### src/rtl/ttt_game_ctrl.sv
// -----------------------------------------------------------------------------
// ttt_game_ctrl
//   Turn sequencer for a two-player tic-tac-toe board. The controller owns
//   the 3x3 board, accepts or rejects moves, alternates turns, and takes its
//   win/tie decision from external combinational win logic. The same logic
//   sees the board one cycle after each accepted move. Each finished game is
//   recorded in saturating tallies. The opening player alternates between
//   consecutive games.
//
//   Optional feature: define MOVE_TIMEOUT_EN to forfeit a turn after
//   TIMEOUT_CYCLES idle cycles in a turn state.
//
// Ports
//   clk          sole clock, rising edge
//   reset_n      synchronous active-low reset
//   start        begin a new game (honoured in IDLE or DONE only)
//   move_valid   a move is presented on move_cell
//   move_cell    target cell, row*3+col, legal 0..8
//   game_done    win logic: game finished on the current board
//   winner       win logic: 11 player1, 10 player2, 01 tie, 00 none
//   board        cell i at [2i+1:2i]; 00 empty, 11 player1, 10 player2
//   turn         11 player1 to move, 10 player2 to move, 00 otherwise
//   move_ready   high while a player may move
//   move_reject  one-cycle pulse after an illegal move
//   game_over    high while the game is finished
//   result       latched winner code, valid while game_over
//   p1_wins, p2_wins, ties   game tallies, saturating at 15
// -----------------------------------------------------------------------------
module ttt_game_ctrl #(
  parameter int TIMEOUT_CYCLES = 1023
) (
  input  logic        clk,
  input  logic        reset_n,
  input  logic        start,
  input  logic        move_valid,
  input  logic [3:0]  move_cell,
  input  logic        game_done,
  input  logic [1:0]  winner,
  output logic [17:0] board,
  output logic [1:0]  turn,
  output logic        move_ready,
  output logic        move_reject,
  output logic        game_over,
  output logic [1:0]  result,
  output logic [3:0]  p1_wins,
  output logic [3:0]  p2_wins,
  output logic [3:0]  ties
);

  localparam logic [1:0] CODE_P1  = 2'b11;
  localparam logic [1:0] CODE_P2  = 2'b10;
  localparam logic [1:0] CODE_TIE = 2'b01;

  // A one-cycle timer window cannot express "count to TIMEOUT_CYCLES-1".
  if (TIMEOUT_CYCLES < 2) begin : g_timeout_range
    $error("ttt_game_ctrl: TIMEOUT_CYCLES must be at least 2");
  end

  typedef enum logic [2:0] {
    IDLE,
    P1_TURN,
    P2_TURN,
    CHECK,
    DONE
  } state_t;

  state_t      state, state_next;
  logic        first_player, first_player_next;  // 1: player1 opened the current game
  logic        mover_p1, mover_p1_next;          // who made the move under CHECK
  logic [17:0] board_next;
  logic [1:0]  result_next;
  logic [3:0]  p1_wins_next, p2_wins_next, ties_next;
  logic        reject_next;

  logic        in_turn;
  logic [1:0]  player_code;
  logic [1:0]  cell_code;
  logic        cell_legal;
  logic        opener_p1;

`ifdef MOVE_TIMEOUT_EN
  localparam int TIMER_W = $clog2(TIMEOUT_CYCLES);
  localparam logic [TIMER_W-1:0] TIMER_LAST = TIMER_W'(TIMEOUT_CYCLES - 1);
  logic [TIMER_W-1:0] timer;
`endif

  // Moore-style outputs decoded from the state.
  always_comb begin
    in_turn    = (state == P1_TURN) || (state == P2_TURN);
    move_ready = in_turn;
    game_over  = (state == DONE);
    unique case (state)
      P1_TURN: turn = CODE_P1;
      P2_TURN: turn = CODE_P2;
      default: turn = 2'b00;
    endcase
  end

  // NOTE: every variable gets a default before the case so that no path
  // leaves one unassigned, which would otherwise infer a latch.
  always_comb begin
    state_next        = state;
    first_player_next = first_player;
    mover_p1_next     = mover_p1;
    board_next        = board;
    result_next       = result;
    p1_wins_next      = p1_wins;
    p2_wins_next      = p2_wins;
    ties_next         = ties;
    reject_next       = 1'b0;
    opener_p1         = first_player;

    player_code = (state == P1_TURN) ? CODE_P1 : CODE_P2;

    // Occupancy of the addressed cell; out-of-range indices match no cell.
    cell_code = 2'b00;
    for (int i = 0; i < 9; i++) begin
      if (move_cell == 4'(i)) cell_code = board[2*i +: 2];
    end
    cell_legal = (move_cell <= 4'd8) && (cell_code == 2'b00);

    unique case (state)
      IDLE, DONE: begin
        if (start) begin
          // A restart from DONE hands the opening move to the other player;
          // the first game after reset keeps the reset opener.
          if (state == DONE) begin
            opener_p1         = ~first_player;
            first_player_next = ~first_player;
          end
          board_next = '0;
          state_next = opener_p1 ? P1_TURN : P2_TURN;
        end
      end

      P1_TURN, P2_TURN: begin
        if (move_valid && cell_legal) begin
          for (int i = 0; i < 9; i++) begin
            if (move_cell == 4'(i)) board_next[2*i +: 2] = player_code;
          end
          mover_p1_next = (state == P1_TURN);
          state_next    = CHECK;
        end else begin
          reject_next = move_valid;
`ifdef MOVE_TIMEOUT_EN
          // Forfeit only when no legal move arrived on the final cycle.
          if (timer == TIMER_LAST) begin
            state_next = (state == P1_TURN) ? P2_TURN : P1_TURN;
          end
`endif
        end
      end

      CHECK: begin
        if (game_done) begin
          result_next = winner;
          if (winner == CODE_P1 && p1_wins != 4'hF) p1_wins_next = p1_wins + 4'd1;
          if (winner == CODE_P2 && p2_wins != 4'hF) p2_wins_next = p2_wins + 4'd1;
          if (winner == CODE_TIE && ties != 4'hF)   ties_next    = ties + 4'd1;
          state_next = DONE;
        end else begin
          state_next = mover_p1 ? P2_TURN : P1_TURN;
        end
      end

      default: state_next = IDLE;
    endcase
  end

  // NOTE: sequential state uses non-blocking assignments so every register
  // samples the pre-edge values computed above, independent of block order.
  always_ff @(posedge clk) begin
    if (!reset_n) begin
      state        <= IDLE;
      first_player <= 1'b1;
      mover_p1     <= 1'b0;
      board        <= '0;
      result       <= 2'b00;
      p1_wins      <= '0;
      p2_wins      <= '0;
      ties         <= '0;
      move_reject  <= 1'b0;
    end else begin
      state        <= state_next;
      first_player <= first_player_next;
      mover_p1     <= mover_p1_next;
      board        <= board_next;
      result       <= result_next;
      p1_wins      <= p1_wins_next;
      p2_wins      <= p2_wins_next;
      ties         <= ties_next;
      move_reject  <= reject_next;
    end
  end

`ifdef MOVE_TIMEOUT_EN
  // Restarts on every state change so each turn gets a full window,
  // including a turn entered through a forfeit.
  always_ff @(posedge clk) begin
    if (!reset_n) begin
      timer <= '0;
    end else if (!in_turn || (state_next != state)) begin
      timer <= '0;
    end else begin
      timer <= timer + 1'b1;
    end
  end
`endif

endmodule

### config.mk
export PLATFORM = sky130hd
export DESIGN_NAME = ttt_game_ctrl
export DESIGN_NICKNAME = d
export VERILOG_FILES = /design/src/rtl/ttt_game_ctrl.sv
export SDC_FILE = /design/constraint.sdc
export NUM_CORES = 1
export LEC_CHECK = 0
export CORE_ASPECT_RATIO = 1.25
export CORE_MARGIN = 3
export CORE_UTILIZATION = 35
export DETAILED_ROUTE_END_ITERATION = 10
export GPL_TIMING_DRIVEN = 1
export SYNTH_ARGS = -nofsm -noshare
export SYNTH_HDL_FRONTEND = slang
export SYNTH_SLANG_ARGS = --single-unit
### constraint.sdc
create_clock -name clk -period 1.7 [get_ports clk]
set_input_delay 0.255 -clock clk [delete_from_list [all_inputs] [get_ports clk]]
set_output_delay 0.255 -clock clk [all_outputs]
set_load 0.02 [all_outputs]
# Word-level counts from Yosys, hierarchy flattened
# Index checks and enable logic that the tools add are counted.
[op_classes] addsub=3 multipliers=0 n_div=0 n_lt_le_gt_ge=1 eq_ne=29 shifts=0 muxes=32 bitwise_logic=3 n_reduce_logical=29
[ops] cell="$mux 2" count=20
[ops] cell="$mux 18" count=2
[ops] cell="$pmux 18 s2" count=1
[ops] cell="$reduce_and 4->1" count=9
[ops] cell="$ne 2x2->1 const B" count=11
[ops] cell="$eq 4x3->1 const B" count=4
[ops] cell="$add 4x1->4 const B" count=3
[ops] cell="$ne 4x4->1 const B" count=3
[ops] cell="$mux 3" count=3
[ops] cell="$pmux 3 s3" count=1
[ops] cell="$reduce_and 3->1" count=3
[ops] cell="$eq 4x2->1 const B" count=2
[ops] cell="$reduce_and 2->1" count=4
[ops] cell="$eq 3x2->1 const B" count=2
[ops] cell="$logic_and 1x1->1" count=5
[ops] cell="$eq 2x2->1 const B" count=2
[ops] cell="$eq 4x1->1 const B" count=1
[ops] cell="$eq 4x4->1 const B" count=1
[ops] cell="$le 4x4->1 const B" count=1
[ops] cell="$logic_not 4->1" count=1
[ops] cell="$mux 1" count=4
[ops] cell="$pmux 2 s2" count=1
[ops] cell="$reduce_or 2->1" count=2
[ops] cell="$eq 3x1->1 const B" count=1
[ops] cell="other kinds (8)" count=10
[totals] reg_bits=38 latch_bits=0 ram_bits=0 mem_bits_ro=0 in_bits=11 out_inout_bits=37 word_cells=114 mem_count=0

# Longest topological paths before layout
# Gate-level depths: netlist of the first run.
[depth] ltp_word=15 mapped_depth=7 mapped_depth_nobuf=7

# Worst setup path after synthesis of the first run
# Ideal clock, no wire load.
[synth_timing] kind="flip-flop to flip-flop" from="register board[11]" to="register board[11]" t_arrival_ps=1825 slack_ps=-186 path_stages_with_launch=7 n_path_buf=0 period_less_slack_ps=1886 cell_sequence="dfxtp_1 -> or3b_1 -> a32o_1 -> a31oi_2 -> o221ai_4 -> a21oi_4 -> a32o_1"
[synth_via] elab_chain_len=9
[synth_rtl] item="start: declaration" line_no="39" source="output logic [17:0] board,"
[synth_rtl] item="start signal: assignment" line_no="187" source="board <= board_next;"
[synth_rtl] item="$mux 2 (4 in series)" line_no="118" source="if (move_cell == 4'(i)) cell_code = board[2*i +: 2];"
[synth_rtl] item="$logic_not 2->1" line_no="120" source="cell_legal = (move_cell <= 4'd8) && (cell_code == 2'b00);"
[synth_rtl] item="$logic_and 1x1->1" line_no="120"
[synth_rtl] item="$logic_and 1x1->1" line_no="137" source="if (move_valid && cell_legal) begin"
[synth_rtl] item="$ne 2x2->1 (no line)"
[synth_rtl] item="$reduce_and 4->1 (no line)"
# No other way between the ends.
# A chain may end at the register's enable or synchronous reset.

# Worst setup path after layout of the first run
[layout_timing] from="register board[11]" to="register board[8]"
# The elaborated chain is that of the path after synthesis.

==> results.cfg, run 1 <==
[yosys]
async_flop_share = 0
syn_area_um2 = 1810
synth_seq_cells = 38
ys_warn_count = 0
yosysSeqAreaShare = 0.421
synthAdderAreaFrac = 0.0208
muxShareOfSynthArea = 0.0166
synth_compound_area_frac = 0.242
syn_avg_cell_area_um2 = 9.45
synth_top_family_by_area = compound AO/OA/AOI/OAI gates
synth-xor-area-share = 0.0437
syn-instance-count = 191
synthSimpleGateAreaFrac = 0.232
ys.flop_type = dfxtp_1
yosysUniqueCellTypes = 46
synth_nets = 205
synth-edff-count = 0

[hold_path]
whs_endpoint = result[1]
hold_start = result[1]
hold_path.class = register to register
whs_path_depth = 2

[global_route]
grt_max_degree = 23
grt_pass1_wl_um = 8270
grt_antenna_before_repair = 0
grt_use_total = 0.167
globalRoute.totalOverflow = 0
grt_pass1_vias = 1871

[worst_setup_path]
slowest_stage = or3b_4
crit_required_ns = 1.94
cp_data_arrival_time_ns = 2.20
worstReg2RegStart = board[11]
path_cells = or3b_4, a32o_2, a31oi_4, o221ai_4, buf_4, a211oi_4, a22o_1
crit_type = register to register
critPathMaxFanout = 8
worst_setup_path_start_kind = register
crit-reg2reg-capture = board[8]
r2r_cells = 7
rrSetupSlack_ns = -0.26
cp-end-kind = register
cp_slowest_stage_delay_ns = 0.38

[clock_network]
root_buffer = clkbuf_8
clockBufferDepth = 2
htree_num_levels = 2
clkSlewWorstSetupHoldPaths_ns = 0.08
cts_sinks = 38
cts_made_buffers = 5
ctsHoldBuffers = 0
cts_tree = yes
clk_latency_ns = 0.29

[finish]
final_cell_mix = buf_4, clkdlybuf4s50_1, dfxtp_1
drive_gt1_frac = 0.311
nets = 309
syn2layout_area_growth_pct = 64.2
fin_util = 0.609
fillers = 444
fin_cells = 356
final_common_cell = buf_4
fin_area_um2 = 2960
num_antenna_cells = 0

[floorplanning]
die-area_um2 = 6060
start_util = 0.371
die_h_um = 86.3
dieWidth_um = 70.2
core_region_area_um2 = 4870
ioPinCount = 48
placementRows = 28

[timing]
tightest_slew_ns = 0.380
hold_viol = 0
worst_slack_ns = -0.260
period_needed_ns = 1.96
setup_violations = 22
min_period_over_period = 1.15
skew_ns = 0.0113
whs_ns = 0.469
rsz0062_at_grt = yes
relSlewSlack = 0.744
fmaxAchievable_ghz = 0.510
slew_violations = 0

[placed_design]
placed_cells = 339
dp_hpwl_um = 3550
placed_area_um2 = 2700
io_buffer_count = 47
pre_cts_ws_ns = -0.686
routabilityCongestion = 0.729

[power_and_ir_drop]
power.clock.fraction = 0.338
seqPwrFrac = 0.421
power_switching_uw = 618
ir_drop_mv = 0.485
p_int_mw = 1.63
power.density_nw_per_um2 = 758
leakagePower_nw = 1.24
p_comb_frac = 0.240
switching_share = 0.275

[route]
vias_per_cell = 5.09
route.antenna.remaining_nets = 0
drt-pass1-iter-count = 5
num_vias = 1813
routed_wirelength_um = 4860
wire_per_inst_um = 13.6
drc_errors = 0
drt_iter0_drc = 117

[run]
drv_cap = 0

[status]
status = finished, violations left
violations = negative setup slack
## worst max-delay path, delay by kind of cell, from the launching register on
family,cells,cell delay [ns]
AO/OA/AOI/OAI,5,1.01
AND/OR/NAND/NOR,1,0.38
flip-flops,1,0.32
buffers and inverters,1,0.19
## power by group through the flow
stage / Clock (mW) / Combinational [mW] / Sequential [mW]
6_report: 0.760 / 0.540 / 0.946
3_3_place_gp: 0 / 0.499 / 0.963
2_1_floorplan: 0 / 0.242 / 0.969
4_1_cts: 0.774 / 0.511 / 0.942
5_1_grt: 0.817 / 0.583 / 0.951
3_5_place_dp: 0 / 0.505 / 0.962
## per-layer routing
layer / up-vias / global-route usage / wire length [um]
li1: 912 / - / -
met1: 845 / 0.189 / 1990
met2: 47 / 0.306 / 2570
met3: 9 / 0.0383 / 221
met4: 0 / 0.0557 / 76
met5: - / 0 / 0
## cell usage after synthesis, drive strengths merged, types with 2 or more instances
library cell,count,area [um2]
a311oi,3,26.3
clkbuf,6,22.5
dfxtp,38,761
inv,2,7.51
a21boi,6,45.1
mux2i,3,30.0
xnor2,7,61.3
a32o,4,40.0
nor4,2,12.5
and2,13,81.3
o21a,2,15.0
o221ai,2,35.0
o21ai,3,15.0
and3,2,12.5
nand2b,5,31.3
a211oi,2,20.0
ha,3,37.5
nor2b,4,25.0
xor2,2,17.5
and4b,2,20.0
a21oi,9,60.1
buf,2,12.5
nor2,13,48.8
nand2,22,82.6
nand3,2,10.0
nand4,5,31.3
a22o,14,123
## kinds of logic after synthesis
| group | after synthesis |
|---|---|
| adder cells (fa/ha/maj) | 3 |
| multiplexers | 3 |
| flip-flops | 38 |
| buffers and inverters | 10 |
| AND/OR/NAND/NOR | 77 |
| XOR/XNOR | 9 |
| AO/OA/AOI/OAI | 51 |
## how the worst max path moves through the flow
stage / startpoint / end / slack (ns) / depth (start not counted)
after CTS: board[11] / board[11] / -0.24 / 7
after global placement: move_cell[0] / board[11] / -0.65 / 7
after global routing: board[11] / board[6] / -0.34 / 7
after detailed placement: move_cell[0] / board[11] / -0.69 / 7
final: board[11] / board[8] / -0.26 / 7
after floorplan: board[10] / board[9] / -0.13 / 6
## cell type report
cell class | instances | area, um2 | area share
sequential | 38 | 771 | 0.260
tap | 60 | 75.1 | 0.0253
clock inverter | 1 | 30.0 | 0.0101
inverter | 2 | 7.51 | 0.00253
clock buffer | 7 | 76.3 | 0.0257
multi-input combinational | 143 | 1090 | 0.369
timing repair buffer | 105 | 910 | 0.307
## per-stage QoR
step	setup TNS, ns	power, mW
6_report	-4.30	2.25
5_1_grt	-6.06	2.35
4_1_cts	-3.92	2.23
3_5_place_dp	-15.94	1.47
3_3_place_gp	-15.62	1.46
2_1_floorplan	-1.95	1.21
## sequential cells by signal, indices dropped and copies added (netlist names)
signal / cells
result: 2
p1_wins: 4
board: 18
ties: 4
p2_wins: 4
first_player: 1
mover_p1: 1
move_reject: 1
state: 3
## repair_timing
action,in CTS,in global routing
pin swaps,10,16
resized for setup,18,19
setup endpoints to repair,29,34
setup buffers,3,6
endpoints found under the hold margin,0,0
No activity file was read; power rests on OpenSTA's default activity.
==> run 2, diff against run 1 <==
- CORE_UTILIZATION: 35 -> 42
- PLACE_DENSITY_LB_ADDON: not set -> 0.2
- clock period: 1.7 -> 2.4 ns (I/O delays scaled with it)
==> run 2 against run 1 <==
  * The flow now finishes without violations
  * Clock-buffer cell count down 2
  * First-iteration DRC count down 62%
  * Utilization up 0.97 points
  * Die area down 15%
  * Via count down 8.8%
  * Clock skew down 0.0062 ns
  * Cell area down 14%
  * Sequential share of layout area up 3.8 points
  * Largest power group unchanged
==> results.cfg, run 2 (same netlist as run 1, synthesis figures left out) <==
[run]
drv_cap = 0

[timing]
worst_slack_ns = 0.177
tightest_slew_ns = 0.432
relSlewSlack = 0.712
slew_violations = 0
fmaxAchievable_ghz = 0.450
setup_violations = 0
period_needed_ns = 2.22
hold_viol = 0
rsz0062_at_grt = no
whs_ns = 0.466
skew_ns = 0.00505
min_period_over_period = 0.926

[placed_design]
pre_cts_ws_ns = -0.109
io_buffer_count = 47
placed_area_um2 = 2450
routabilityCongestion = 0.772
dp_hpwl_um = 3230

[clock_network]
post_cts_buffers = 0
clk_latency_ns = 0.29
cts_tree = yes
ctsHoldBuffers = 0
root_buffer = clkbuf_8
ctsResizeCount = 0
htree_num_levels = 2
clkSlewWorstSetupHoldPaths_ns = 0.08
clockBufferDepth = 2
cts_sinks = 38
cts_made_buffers = 5

[worst_setup_path]
crit_end = turn[0]
crit_type = register to output port
crit_start = state[0]
r2r_cells = 6
crit_required_ns = 2.04
crit-reg2reg-capture = board[11]
cp_data_arrival_time_ns = 1.86
cp-end-kind = output port
worst_setup_path_start_kind = register
critPathMaxFanout = 8
rrSetupSlack_ns = 0.40
worstReg2RegStart = board[11]

[global_route]
met1_usage = 0.202
grt_antenna_before_repair = 0
top_usage_layer = met2
grt_pass1_vias = 1666
globalRouteMet2Util = 0.340
globalRoute.totalOverflow = 0
grt_max_degree = 17
use_met3 = 0.0453
grt_pass1_wl_um = 7430
grt_use_total = 0.183

[finish]
fillers = 400
syn2layout_area_growth_pct = 41.5
final_common_cell = clkdlybuf4s50_1
multi_input_area_um2 = 1000
largest_reg_flops = 18
regMostFlops = board
drive_gt1_frac = 0.137
seq_area_um2 = 761
nets = 269
fin_area_um2 = 2550
num_antenna_cells = 0
final_cell_mix = clkdlybuf4s50_1, dfxtp_1, nand2_1
fin_util = 0.618

[floorplanning]
ioPinCount = 48
core_region_area_um2 = 4130
placementRows = 26
start_util = 0.437
dieWidth_um = 64.6
die-area_um2 = 5130
die_h_um = 79.3

[route]
vias_per_cell = 5.30
routed_wirelength_um = 4270
wire_per_inst_um = 13.7
route.antenna.remaining_nets = 0
drt-pass1-iter-count = 4
num_vias = 1654
drt_iter0_drc = 45
drc_errors = 0

[power_and_ir_drop]
power.density_nw_per_um2 = 586
ir_drop_mv = 0.367
leakagePower_nw = 0.990

[status]
status = completed

[hold_path]
hold_path.class = register to register
-- run 2: cell types whose count changed in the layout (fill, tap and decap cells not counted), sizes merged --
cell / delta
buf: -40
clkbuf: -4
clkdlybuf4s50: +9
clkinv: +2
dlygate4sd2: -5
dlymetal6s2s: -2
-- run 2: worst min path at each step --
stage	from	to	slack, ns	depth (start not counted)
2_1_floorplan	move_valid	move_reject	0.47	2
3_3_place_gp	result[1]	result[1]	0.45	2
3_5_place_dp	result[1]	result[1]	0.46	2
4_1_cts	result[1]	result[1]	0.47	2
5_1_grt	result[0]	result[0]	0.50	2
6_report	result[1]	result[1]	0.47	2
-- run 2: layer usage --
layer / vias to the layer above / share of wire
met5: - / 0
met1: 776 / 0.42
met4: 0 / 0.014
met2: 43 / 0.52
li1: 827 / -
met3: 8 / 0.040
-- run 2: power by group --
group / internal, mW / switching (mW)
clock: 0.306 / 0.227
combinational: 0.136 / 0.155
sequential: 0.649 / 0.0247
total: 1.09 / 0.407
-- run 2: cell type report --
class	instances	area share
clock inverter	3	0.0157
sequential	38	0.298
timing repair buffer	65	0.237
inverter	2	0.00294
clock buffer	5	0.0269
multi-input combinational	143	0.392
tap	56	0.0274
-- run 2: worst max-delay path, stage by stage, from the launching register on --
cell and delay, ns:
dfxtp_1 0.46, nor3b_1 0.43, clkdlybuf4s50_1 0.69
-- run 2: metrics by stage --
stage	instances	total power, mW	TNS (ns)
after floorplan	191	0.855	0
after global placement	304	0.977	-0.324
after detailed placement	304	0.980	-0.725
after CTS	312	1.51	0
after global routing	312	1.57	0
final	312	1.50	0
